===== config.mk =====
export PLATFORM = sky130hd
export DESIGN_NAME = bypass_select_sequencer_flat
export DESIGN_NICKNAME = d
export VERILOG_FILES = /design/src/rtl/bypass_select_sequencer_if.sv /design/src/rtl/bypass_select_sequencer.sv /design/src/flat_wrapper.sv
export SDC_FILE = /design/constraint.sdc
export NUM_CORES = 1
export LEC_CHECK = 0
export ABC_CLOCK_PERIOD_IN_PS = 7350
export CAP_MARGIN = 20
export CELL_PAD_IN_SITES_DETAIL_PLACEMENT = 0
export CELL_PAD_IN_SITES_GLOBAL_PLACEMENT = 2
export CORE_MARGIN = 5
export CORE_UTILIZATION = 38
export CTS_BUF_LIST = sky130_fd_sc_hd__clkbuf_2 sky130_fd_sc_hd__clkbuf_4 sky130_fd_sc_hd__clkbuf_8
export DETAILED_ROUTE_END_ITERATION = 16
export GPL_ROUTABILITY_DRIVEN = 0
export GPL_TIMING_DRIVEN = 0
export HOLD_SLACK_MARGIN = 0.12
export PLACE_DENSITY = 0.88
export SLEW_MARGIN = 20
export SYNTH_ARGS = -nofsm -noshare
export SYNTH_HDL_FRONTEND = slang
export SYNTH_SLANG_ARGS = --single-unit

===== constraint.sdc =====
create_clock -name clk -period 7.35 [get_ports clk]
set_input_delay 1.1025 -clock clk [delete_from_list [all_inputs] [get_ports clk]]
set_output_delay 1.1025 -clock clk [all_outputs]
set_load 0.01 [all_outputs]

===== src/rtl/bypass_select_sequencer_if.sv =====
// Bundle between the register-read stages and the bypass select sequencer.
// The master drives the register-read operand/destination information.
// The slave, the sequencer, returns per-operand bypass selects.
interface bypass_select_sequencer_if #(
   parameter int LANES  = 4,
   parameter int SRCS   = 2,
   parameter int PREG_W = 7,
   parameter int LANE_W = 2
);
   logic                           stall;
   logic                           flush;
   logic [LANES*SRCS*PREG_W-1:0]   rr_src_num;
   logic [LANES*SRCS-1:0]          rr_src_read;
   logic [LANES*PREG_W-1:0]        rr_dst_num;
   logic [LANES-1:0]               rr_dst_write;
   logic [LANES*SRCS-1:0]          sel_valid;
   logic [LANES*SRCS*2-1:0]        sel_stage;
   logic [LANES*SRCS*LANE_W-1:0]   sel_lane;

   modport master (
      output stall, flush, rr_src_num, rr_src_read, rr_dst_num, rr_dst_write,
      input  sel_valid, sel_stage, sel_lane
   );

   modport slave (
      input  stall, flush, rr_src_num, rr_src_read, rr_dst_num, rr_dst_write,
      output sel_valid, sel_stage, sel_lane
   );
endinterface


===== src/rtl/bypass_select_sequencer.sv =====
// bypass_select_sequencer
//
// Tracks in-flight destination registers of all issue lanes through the
// post-register-read producer stages. It compares each register-read
// source operand against them and registers the bypass selects. The
// selects are then presented to the execution stage one cycle later.
//
// Optional feature: define BYPASS_SEL_STAGE2_EN to track a third producer
// stage (S2). When it is undefined, only S0/S1 are tracked, and sel_stage
// bit 1 is always 0.
module bypass_select_sequencer #(
   parameter int LANES  = 4,
   parameter int SRCS   = 2,
   parameter int PREG_W = 7,
   parameter int LANE_W = 2
) (
   input  logic                        clk,
   input  logic                        rst,
   bypass_select_sequencer_if.slave    bus
);

   localparam int OPS = LANES * SRCS;

   // Producer stage registers: S0 = one cycle past RR, S1 = two, S2 = three.
   logic [LANES*PREG_W-1:0]   r_s0_num;
   logic [LANES-1:0]          r_s0_wr;
   logic [LANES*PREG_W-1:0]   r_s1_num;
   logic [LANES-1:0]          r_s1_wr;
`ifdef BYPASS_SEL_STAGE2_EN
   logic [LANES*PREG_W-1:0]   r_s2_num;
   logic [LANES-1:0]          r_s2_wr;
`endif

   // Registered selects driven to the execution-stage bypass mux.
   logic [OPS-1:0]            r_sel_valid;
   logic [OPS*2-1:0]          r_sel_stage;
   logic [OPS*LANE_W-1:0]     r_sel_lane;

   // Combinational compare results for the current RR group.
   logic [OPS-1:0]            w_sel_valid;
   logic [OPS*2-1:0]          w_sel_stage;
   logic [OPS*LANE_W-1:0]     w_sel_lane;
   logic [PREG_W-1:0]         w_src;
   logic                      w_rd;
   logic                      w_found;
   logic                      w_take;

   // A producer lane matches when the operand reads and the producer writes the same register.
   function automatic logic prod_hit(
      input logic              rd,
      input logic              wr,
      input logic [PREG_W-1:0] pnum,
      input logic [PREG_W-1:0] snum
   );
      return rd & wr & (pnum == snum);
   endfunction

   // Priority compare: youngest stage first, then the lowest lane within a stage.
   always_comb begin
      w_sel_valid = '0;
      w_sel_stage = '0;
      w_sel_lane  = '0;
      w_src       = '0;
      w_rd        = 1'b0;
      w_found     = 1'b0;
      w_take      = 1'b0;
      for (int op = 0; op < OPS; op++) begin
         w_src   = bus.rr_src_num[op*PREG_W +: PREG_W];
         w_rd    = bus.rr_src_read[op];
         w_found = 1'b0;
         for (int l = 0; l < LANES; l++) begin
            w_take  = !w_found && prod_hit(w_rd, r_s0_wr[l], r_s0_num[l*PREG_W +: PREG_W], w_src);
            w_found = w_found | w_take;
            w_sel_valid[op]              = w_sel_valid[op] | w_take;
            w_sel_stage[op*2 +: 2]       = w_take ? 2'd0 : w_sel_stage[op*2 +: 2];
            w_sel_lane[op*LANE_W +: LANE_W] = w_take ? LANE_W'(l) : w_sel_lane[op*LANE_W +: LANE_W];
         end
         for (int l = 0; l < LANES; l++) begin
            w_take  = !w_found && prod_hit(w_rd, r_s1_wr[l], r_s1_num[l*PREG_W +: PREG_W], w_src);
            w_found = w_found | w_take;
            w_sel_valid[op]              = w_sel_valid[op] | w_take;
            w_sel_stage[op*2 +: 2]       = w_take ? 2'd1 : w_sel_stage[op*2 +: 2];
            w_sel_lane[op*LANE_W +: LANE_W] = w_take ? LANE_W'(l) : w_sel_lane[op*LANE_W +: LANE_W];
         end
`ifdef BYPASS_SEL_STAGE2_EN
         for (int l = 0; l < LANES; l++) begin
            w_take  = !w_found && prod_hit(w_rd, r_s2_wr[l], r_s2_num[l*PREG_W +: PREG_W], w_src);
            w_found = w_found | w_take;
            w_sel_valid[op]              = w_sel_valid[op] | w_take;
            w_sel_stage[op*2 +: 2]       = w_take ? 2'd2 : w_sel_stage[op*2 +: 2];
            w_sel_lane[op*LANE_W +: LANE_W] = w_take ? LANE_W'(l) : w_sel_lane[op*LANE_W +: LANE_W];
         end
`endif
      end
   end

   // Producer pipeline and select registers: reset/flush clear, stall holds, otherwise advance.
   always_ff @(posedge clk) begin
      if (rst || bus.flush) begin
         r_s0_wr     <= '0;
         r_s1_wr     <= '0;
         r_sel_valid <= '0;
         r_sel_stage <= '0;
         r_sel_lane  <= '0;
         if (rst) begin
            r_s0_num <= '0;
            r_s1_num <= '0;
         end
`ifdef BYPASS_SEL_STAGE2_EN
         r_s2_wr <= '0;
         if (rst) begin
            r_s2_num <= '0;
         end
`endif
      end else if (!bus.stall) begin
         r_s0_num    <= bus.rr_dst_num;
         r_s0_wr     <= bus.rr_dst_write;
         r_s1_num    <= r_s0_num;
         r_s1_wr     <= r_s0_wr;
`ifdef BYPASS_SEL_STAGE2_EN
         r_s2_num    <= r_s1_num;
         r_s2_wr     <= r_s1_wr;
`endif
         r_sel_valid <= w_sel_valid;
         r_sel_stage <= w_sel_stage;
         r_sel_lane  <= w_sel_lane;
      end
   end

   assign bus.sel_valid = r_sel_valid;
   assign bus.sel_stage = r_sel_stage;
   assign bus.sel_lane  = r_sel_lane;

endmodule

===== src/flat_wrapper.sv =====
// flat-port wrapper written by rule: the top's interface ports become plain ports
module bypass_select_sequencer_flat 
#(
   parameter int LANES  = 4,
   parameter int SRCS   = 2,
   parameter int PREG_W = 7,
   parameter int LANE_W = 2
)
  (clk, rst, bus_stall, bus_flush, bus_rr_src_num, bus_rr_src_read, bus_rr_dst_num, bus_rr_dst_write, bus_sel_valid, bus_sel_stage, bus_sel_lane);
  bypass_select_sequencer_if #(.LANES(LANES), .SRCS(SRCS), .PREG_W(PREG_W), .LANE_W(LANE_W)) bus_i ();
  input  logic clk;
  input  logic rst;
  input wire logic [$bits(bus_i.stall)-1:0] bus_stall;
  input wire logic [$bits(bus_i.flush)-1:0] bus_flush;
  input wire logic [$bits(bus_i.rr_src_num)-1:0] bus_rr_src_num;
  input wire logic [$bits(bus_i.rr_src_read)-1:0] bus_rr_src_read;
  input wire logic [$bits(bus_i.rr_dst_num)-1:0] bus_rr_dst_num;
  input wire logic [$bits(bus_i.rr_dst_write)-1:0] bus_rr_dst_write;
  output wire logic [$bits(bus_i.sel_valid)-1:0] bus_sel_valid;
  output wire logic [$bits(bus_i.sel_stage)-1:0] bus_sel_stage;
  output wire logic [$bits(bus_i.sel_lane)-1:0] bus_sel_lane;
  assign bus_i.stall = bus_stall;
  assign bus_i.flush = bus_flush;
  assign bus_i.rr_src_num = bus_rr_src_num;
  assign bus_i.rr_src_read = bus_rr_src_read;
  assign bus_i.rr_dst_num = bus_rr_dst_num;
  assign bus_i.rr_dst_write = bus_rr_dst_write;
  assign bus_sel_valid = bus_i.sel_valid;
  assign bus_sel_stage = bus_i.sel_stage;
  assign bus_sel_lane = bus_i.sel_lane;
  bypass_select_sequencer #(.LANES(LANES), .SRCS(SRCS), .PREG_W(PREG_W), .LANE_W(LANE_W)) u_core (.clk(clk), .rst(rst), .bus(bus_i));
endmodule

; ---- After elaboration in Yosys (flattened, before gate mapping)
; Index checks and enable logic that the tools add are counted.
[op_classes]
n_addsub = 0
mul = 0
n_div = 0
order_cmp = 0
eq_ne = 66
shifts = 0
muxes = 93
bitwise = 184
reduce_logical = 114
[op_table]
columns = operator, n
row1 = $eq A7 B7 Y1, 64
row2 = $mux W28, 5
row3 = $mux W2, 69
row4 = $and A1 B1 Y1, 128
row5 = $logic_and A1 B1 Y1, 56
row6 = $logic_not A1 Y1, 56
row7 = $or A1 B1 Y1, 56
row8 = $mux W1, 19
row9 = $ne A2 B1 Y1 const B, 1
row10 = $ne A2 B2 Y1 const B, 1
row11 = $reduce_and A2 Y1, 1
row12 = $logic_or A1 B1 Y1, 1
[totals]
reg_bits = 104
latch_bits = 0
ram_bits = 0
rom_bits = 0
out_inout_bits = 40
memories = 0

; ---- Longest topological paths before layout
; Gate-level depths: netlist of run 1.
[depth]
word_depth = 23
ltp_mapped = 7
depth_no_buf = 6

; ---- Least setup slack after synthesis of run 1
; OpenSTA, ideal clock, no wires.
[synth_path]
kind = input port to flip-flop
startpoint = input bus_stall
endpoint = register u_core.r_s0_num[0] (enable)
arrival_time_ps = 4129
required_ps = 6869
path_slack_ps = 2740
cell_stages = 3
n_path_buf = 2
path_cell_list = clkbuf_1 > clkbuf_1 > o21bai_1
[synth_between]
elab_chain_cells = 2
[synth_lines]
columns = element, line_no
row1 = from (decl), flat_wrapper.sv:13  ; input wire logic [$bits(bus_i.stall)-1:0] bus_stall;
row2 = $ne A2 B1 Y1 (no line), n/a
row3 = $reduce_and A2 Y1 (no line), n/a
row4 = to (signal assigned), bypass_select_sequencer.sv:116  ; r_s0_num <= bus.rr_dst_num;
row5 = to (decl), bypass_select_sequencer.sv:25  ; logic [LANES*PREG_W-1:0] r_s0_num;
; No other way between the ends.
; A chain may end at the register's enable or synchronous reset.

; ---- Worst setup path in the final report of run 1
[layout_path]
startpoint = input bus_flush
endpoint = register u_core.r_sel_valid[4] (netlist: u_core.bus.sel_valid[4])
[layout_between]
elab_chain_cells = 1
[layout_lines]
columns = element, line_no
row1 = from (decl), flat_wrapper.sv:14  ; input wire logic [$bits(bus_i.flush)-1:0] bus_flush;
row2 = $logic_or A1 B1 Y1, bypass_select_sequencer.sv:99  ; if (rst || bus.flush) begin
row3 = to (signal assigned), bypass_select_sequencer.sv:124  ; r_sel_valid <= w_sel_valid;
row4 = to (decl), bypass_select_sequencer.sv:35  ; logic [OPS-1:0] r_sel_valid;
; No other way between the ends.

==> results of run 1 <==
state kept, by name, indices dropped and copies added, names as in the netlist:
name,count
u_core.r_s0_num,28
u_core.bus.sel_lane,16
u_core.r_s0_wr,4
u_core.bus.sel_valid,8
u_core.r_s1_num,28
u_core.r_s1_wr,4
u_core.bus.sel_stage,8
cells in the mapped netlist (4+ instances only):
cell,n
o21ai_0,15
dfxtp_1,40
and4_1,8
nand2_1,36
a21oi_1,14
nand3_1,63
and2_1,56
buf_4,17
xnor2_1,299
nor2_1,36
nand2b_1,5
xor2_1,149
edfxtp_1,56
mux2i_1,9
nand4_1,65
a31oi_1,4
a211oi_1,6
inv_1,8
nor4_1,46
clkbuf_1,27
nand4b_1,6
o31ai_1,10
nor3_1,13
o21ai_1,7
or4_1,23
buf_2,101
nor3b_1,5
and3_1,13
power by group:
part | total, mW | switching (mW) | leakage [nW] | internal (mW)
logic | 0.653 | 0.398 | 3.02 | 0.255
clock network | 0.378 | 0.245 | 0.0962 | 0.134
registers | 0.606 | 0.00726 | 0.909 | 0.599
layer usage:
metal	up-vias	track usage	share of wire
met2	533	0.3959	0.42
met5	-	0	0
met3	108	0.06020	0.11
met1	4480	0.3811	0.43
li1	4194	-	-
met4	0	0.1131	0.045
cells by family after synthesis:
group	after synthesis	share of synthesized area
xor+xnor	448	0.3875
buf+inv	158	0.07909
flops	96	0.2452
other cells	1	0.0003704
compound gates	82	0.05524
simple gates	390	0.2237
mux	9	0.008898
through the flow:
stage / setup slack, ps / area, um2 / hold slack (ps)
after floorplan: 2740 / 10150 / 480.5
after global placement: 1008 / 11260 / 444.2
after detailed placement: 3513 / 11320 / 448.3
after CTS: 3918 / 11510 / 465.6
after global routing: 3768 / 11510 / 492.1
final: 3823 / 11510 / 461.8
worst max-delay path, cell delays in order:
cell	delay (ps)
clkdlybuf4s50_1	490
nor2_2	740
clkbuf_1	780
clkbuf_1	460
o21ai_0	170
nor2_1	120
worst min path at each step:
stage                                          from                                   end  slack (ps)  cells after the start
3_5_place_dp   u_core.bus.sel_lane[15]$_SDFFE_PN0N_  u_core.bus.sel_lane[15]$_SDFFE_PN0N_         450                      2
5_1_grt        u_core.bus.sel_stage[6]$_SDFFE_PN0N_  u_core.bus.sel_stage[6]$_SDFFE_PN0N_         490                      2
4_1_cts        u_core.bus.sel_lane[15]$_SDFFE_PN0N_  u_core.bus.sel_lane[15]$_SDFFE_PN0N_         470                      2
2_1_floorplan  u_core.bus.sel_lane[15]$_SDFFE_PN0N_  u_core.bus.sel_lane[15]$_SDFFE_PN0N_         480                      2
3_3_place_gp   u_core.bus.sel_lane[15]$_SDFFE_PN0N_  u_core.bus.sel_lane[15]$_SDFFE_PN0N_         440                      2
6_report       u_core.bus.sel_lane[15]$_SDFFE_PN0N_  u_core.bus.sel_lane[15]$_SDFFE_PN0N_         460                      2
cell type report:
type,instances,share of cell area
clock inverters,7,0.005868
plain buffers,150,0.06694
flip-flops and latches,96,0.2156
multi-input cells,937,0.5977
repair buffers,71,0.06412
inverters,8,0.002608
clock buffers,9,0.01076
well taps,335,0.03641
cells in the final DEF (no fill, tap or decap), drive strengths merged, types with 10 or more instances in the layout:
cell type / count
nand3: 63
and2: 57
or4: 24
a21oi: 15
and3: 14
edfxtp: 56
inv: 13
xor2: 149
o31ai: 10
o21ai: 22
nor2: 36
dfxtp: 40
nand2: 36
clkbuf: 38
nand4: 65
nor4: 47
buf: 123
xnor2: 299
clkdlybuf4s50: 69
nor3: 13
==> metrics list, run 1 <==
* Result of the run: completed
* Die Wd: 173.2 um
* Inserted Clock Buffers: 9
- Of the synthesized area, sequential elements account for 0.2452.
- Dividing total power by cell area gives a power density of 142.2 nW/um2.
* Data arrival at the endpoint of the critical path: 3860 ps
- The Yosys step of the flow raised 0 warnings.
- Pin placement for this block handled 140 I/O pins.
- For the worst flop-to-flop path, the logic depth is 6.
* Vias in the first global route: 8732
- Along the worst path, the maximum fanout reaches 10.
- Number of enable-type register cells in the synthesized netlist: 56
- Measured against its own limit, the worst slew margin works out to 0.2927.
- Half-perimeter wire length of the detailed placement result: 28510 um
* Period minus WS final: 3527 ps
- Leakage power: 4.028 nW
* Synth-to-Final Area Change: 13.72%
* Number of detailed-routing iterations run before antenna repair: 5
- Count of distinct cell types in the synthesized netlist: 56
- 1st-iter DRT viols: 1205
- Hold Vio Cnt, Final: 0
- Avg Synthesized Cell Area: 8.551 um2
- Setup-violating endpoint count in the final report: 0
- Commonest register cell after synthesis: edfxtp_1
- Core Box Area: 26130 um2
* Post-synthesis async set-or-reset flop share: 0
* Clk_lat worst skew: 410 ps
- The routed layout has 9315 vias.
- Critical path class: input port to register
* Die boundary height: 173.2 um
- Final net count: 1373
- Detail-routed net length per standard cell: 26.09 um
- Dividing the final minimum period by the clock period gives 0.4799.
- Post-route clock skew: 19.27 ps
- Type of element capturing the critical path: register
- Once layout is complete, the cells apart from fillers number 1613.
* Cell count after placement: 1597
- The endpoint identified for the worst register-to-register timing path is u_core.bus.sel_stage[4]$_SDFFE_PN0N_.
- Final global-route overflow total: 0
- Synth area leaders: xnor2_1 26%, edfxtp_1 17%, xor2_1 13%
* Number of nets still failing antenna checks after routing: 0
* Initial antenna violation count: 0
* Post-synthesis sequential element count: 96
- For the final routed database, the setup TNS stands at 0 ps.
- Pin slew with the least headroom to its limit: 1061 ps
- Number of gates resized after cts: 0
- Share of post-route cells with drive strength above 1: 0.1197
- Largest area contributor in the synthesized netlist: xnor2_1
- The max-slew violation count is 0.
* Largest vdd supply drop: 0.1010 mV
- Wire length of the first global-routing pass: 60180 um
* Netlist area before placement: 10120 um2
- Number of design rule violations left after detail routing: 0
* Post-synth top area share: 0.2587
- The repair_antennas step left the layout with diodes totalling 0.
- Across all register-to-register paths, the minimum setup slack is 4420 ps.
- RSZ-0062 raised after global routing: no
- Number of rows in the core area: 59
- Final wirelength: 42090 um
- Cell count after synthesis: 1184
* Buffer count from post-CTS setup fixing: 0
- Root Buffer: clkbuf_8
* Critical Path Source Type: input port
- STA puts the critical path data required time at 7690 ps.
- GRT Resource Usage Total: 0.2696
- Area taken by flip-flops and latches: 2482 um2
- Measured on the finished design, the core utilization comes to 0.4406.
- Tracing the worst setup path back leads to its startpoint at bus_flush.
* Number of port buffers: 69
- Max Buffers Root-to-Sink: 2
- For this configuration, the core starts out at a cell density of 0.3874.
- Clock slew at the register clock pins of the worst setup and hold paths: 120 ps
- Critical path endpoint: u_core.bus.sel_valid[4]$_SDFFE_PN0N_
* Maximum frequency from static timing analysis: 0.2835 GHz
* Clock tree from TritonCTS: done
* # H-tree levels: 3
* Hold Crit Class: register to register
* Die Outline Area: 30010 um2
- Across the run, the number of max-cap violations was 0.
- Largest net degree at the start of global routing: 28
* Detail-routed via count per cell: 5.775
- Total power for the finished layout comes to 1.638 mW.
- CTS saw 96 sinks.
* Footprint of the multi-input gates: 6882 um2
* Hold Buf Count CTS: 0
- Source of the worst register-to-register timing path: u_core.r_s0_wr[1]$_SDFFE_PN0N_
- Filler cells: 2632
Note: power is estimated with default switching activity, not from simulation.
==> run 2: changes to the inputs <==
ABC_CLOCK_PERIOD_IN_PS = 3100   (was 7350)
CORE_UTILIZATION = 31   (was 38)
PLACE_DENSITY = 0.76   (was 0.88)
clock period = 3.1 ns   (was 7.35 ns; I/O delays follow)
==> run 2 against run 1 <==
Die area rose by 21%. Setup slack got worse by 3800 ps. Count of clock-buffer cells in the layout did not move. Global-route usage fell by 3.0 points.
==> metrics list, run 2 (synthesis results as in run 1) <==
- The sum of overflow across all layers after global routing was 0 (unchanged).
- Die Outline Area: 36370 um2 (+21%)
- Count of vias placed by the detailed router: 9161 (-1.7%)
- Initial antenna violation count: 2 (+2)
- Final net count: 1374 (+0.073%)
- # H-tree levels: 3 (unchanged)
* Largest net degree at the start of global routing: 23 (-18%)
* Total negative slack for setup checks: 0 ps (unchanged)
- The worst setup path is captured at a register.
- After layout, the minimum clock period comes to 3062 ps.
* WP data required: 3460 ps (-4230 ps)
- Pin slew with the least headroom to its limit: 1090 ps (+28.68 ps)
* RSZ-0062 raised after global routing: no
- STA classifies the critical path startpoint as an input port.
- The post-route worst setup slack is 37.53 ps (-3786 ps).
- The top-level I/O count was 140 (unchanged).
- The number of antenna-violating nets in the routed design is 0 (unchanged).
- Clock slew at the register clock pins of the worst setup and hold paths: 110 ps (about the same)
- Wire length of the first global-routing pass: 62890 um (+4.5%)
- Inserted Clock Buffers: 9 (unchanged)
* Hold Crit Class: register to register
- The via count of the first global-routing pass is 8806 (+0.85%).
- GRT Resource Usage Total: 0.2393 (-0.03023)
- Number of rows in the core area: 66 (+12%)
* Number of gates resized after cts: 0 (unchanged)
- Leakage power: 4.045 nW (+0.41%)
* 1st-iter DRT viols: 863 (-28%)
- Number of port buffers: 69 (unchanged)
- The number of hold violations in the final report is 0 (unchanged).
- Largest vdd supply drop: 0.2070 mV (+100%)
- The finished layout cell area was 11690 um2 (+1.5%).
* Buffer count from post-CTS setup fixing: 0 (unchanged)
- The library cell used most frequently in the layout, excluding fill and tap cells, is xnor2_1.
* Setup-violating endpoint count in the final report: 0 (unchanged)
* Portion of the clock cycle consumed by the worst path in the final layout: 0.9879
- The area growth from synthesis to layout is 15.46%.
- Final wirelength: 44790 um (+6.4%)
- Max-Cap Viols: 0 (unchanged)
- The initial standard-cell utilization of the core came to 0.3128 (-0.07467).
- Sink count of the clock tree: 96 (unchanged)
- TritonCTS built the clock tree.
* Clk_lat worst skew: 440 ps (+30 ps)
- The pre-CTS worst setup slack is -377.9 ps (-3891 ps).
- The share of layout cells above drive strength 1 is 0.1204 (+0.0006883).
- Number of detailed-routing iterations run before antenna repair: 5 (unchanged)
- Die boundary height: 190.7 um (+10%)
* Footprint of the multi-input gates: 6882 um2 (unchanged)
- Detail-routed net length per standard cell: 26.01 um (-0.33%)
- Most frequent cells in the layout: 299 x xnor2_1, 149 x xor2_1, 101 x buf_2, 69 x clkdlybuf4s50_1, 65 x nand4_1
- The total cell area at the placement stage came to 11480 um2 (+1.4%).
- The top fanout value on the critical path came to 10 (unchanged).
- The horizontal extent of the die was 190.7 um (+10%).
* Maximum frequency from static timing analysis: 0.3265 GHz
- The max-slew violation count was 0 (unchanged).
- The critical path is of the input port to register type.
- The cell count after placement was 1705 (+6.8%).
* Hold Buf Count CTS: 0 (unchanged)
- The via-per-instance ratio came to 5.320 (-7.9%).
* Area taken by flip-flops and latches: 2482 um2 (unchanged)
* Core Box Area: 32370 um2 (+24%)
- Result of the run: completed
- Data arrival at the endpoint of the critical path: 3430 ps (-430 ps)
* Half-perimeter wire length of the detailed placement result: 30720 um (+7.8%)
* Number of design rule violations left after detail routing: 0 (unchanged)
- The power density relative to cell area came to 336.3 nW/um2 (+140%).
- Max Buffers Root-to-Sink: 2 (unchanged)
- The number of standard cells in the final layout excluding fillers came to 1722 (+6.8%).
* Post-route clock skew: 25.34 ps (+6.066 ps)
* Filler cells: 3422 (+30%)
- The total power after layout came to 3.931 mW (+140%).
- Max-slew headroom: 0.2735 (-0.01912)
- Root Buffer: clkbuf_8
==> run 2: cell types whose count changed in the layout (fill, tap and decap cells not counted), sizes merged <==
| cell | previous run | this run |
|---|---|---|
| clkinv | 1 | 2 |
| buf | 123 | 124 |
| diode | 0 | 1 |
| inv | 13 | 12 |
==> run 2: metrics by stage <==
| step | hold slack, ps | util |
|---|---|---|
| detailed placement | 455.1 | 0.3547 |
| global placement | 449.9 | 0.3521 |
| CTS | 471.7 | 0.3610 |
| global route | 485.8 | 0.3611 |
| finish | 470.2 | 0.3611 |
| floorplan | 480.5 | - |
==> run 2: cell type report <==
cell class	count	area share
well taps	442	0.04731
flip-flops and latches	96	0.2124
multi-input cells	937	0.5887
repair buffers	72	0.06550
plain buffers	150	0.06593
clock inverters	7	0.006850
diodes	1	0.0002141
clock buffers	9	0.01060
inverters	8	0.002569
==> run 2: where the power goes <==
part	switching, mW	leakage [nW]	internal (mW)
combinational	0.957	3.04	0.610
clock	0.606	0.0998	0.323
sequential	0.0164	0.909	1.42
total	1.58	4.04	2.35
==> run 2: critical path, cell delays in order <==
cell and delay (ps):
clkdlybuf4s50_1 480, nor2_2 660, clkbuf_1 870, clkbuf_1 630
o21ai_0 190, nor2_1 110
==> run 2: final timing paths <==
kind	from	to	slack, ps	cells past startpoint
worst max-delay path	bus_flush	u_core.bus.sel_valid[4]$_SDFFE_PN0N_	40	6
worst min-delay path	u_core.bus.sel_lane[3]$_SDFFE_PN0N_	u_core.bus.sel_lane[3]$_SDFFE_PN0N_	470	2
worst max register to register	u_core.r_s0_wr[1]$_SDFFE_PN0N_	u_core.bus.sel_stage[4]$_SDFFE_PN0N_	40	6
worst min register to register	u_core.bus.sel_lane[3]$_SDFFE_PN0N_	u_core.bus.sel_lane[3]$_SDFFE_PN0N_	470	2
==> run 2: layer usage <==
metal	routed length [um]	track usage	vias up
met3	3449	0.04504	112
met4	2316	0.1163	0
met5	0	0	-
met1	18670	0.3112	4407
met2	20350	0.3820	439
li1	-	-	4203
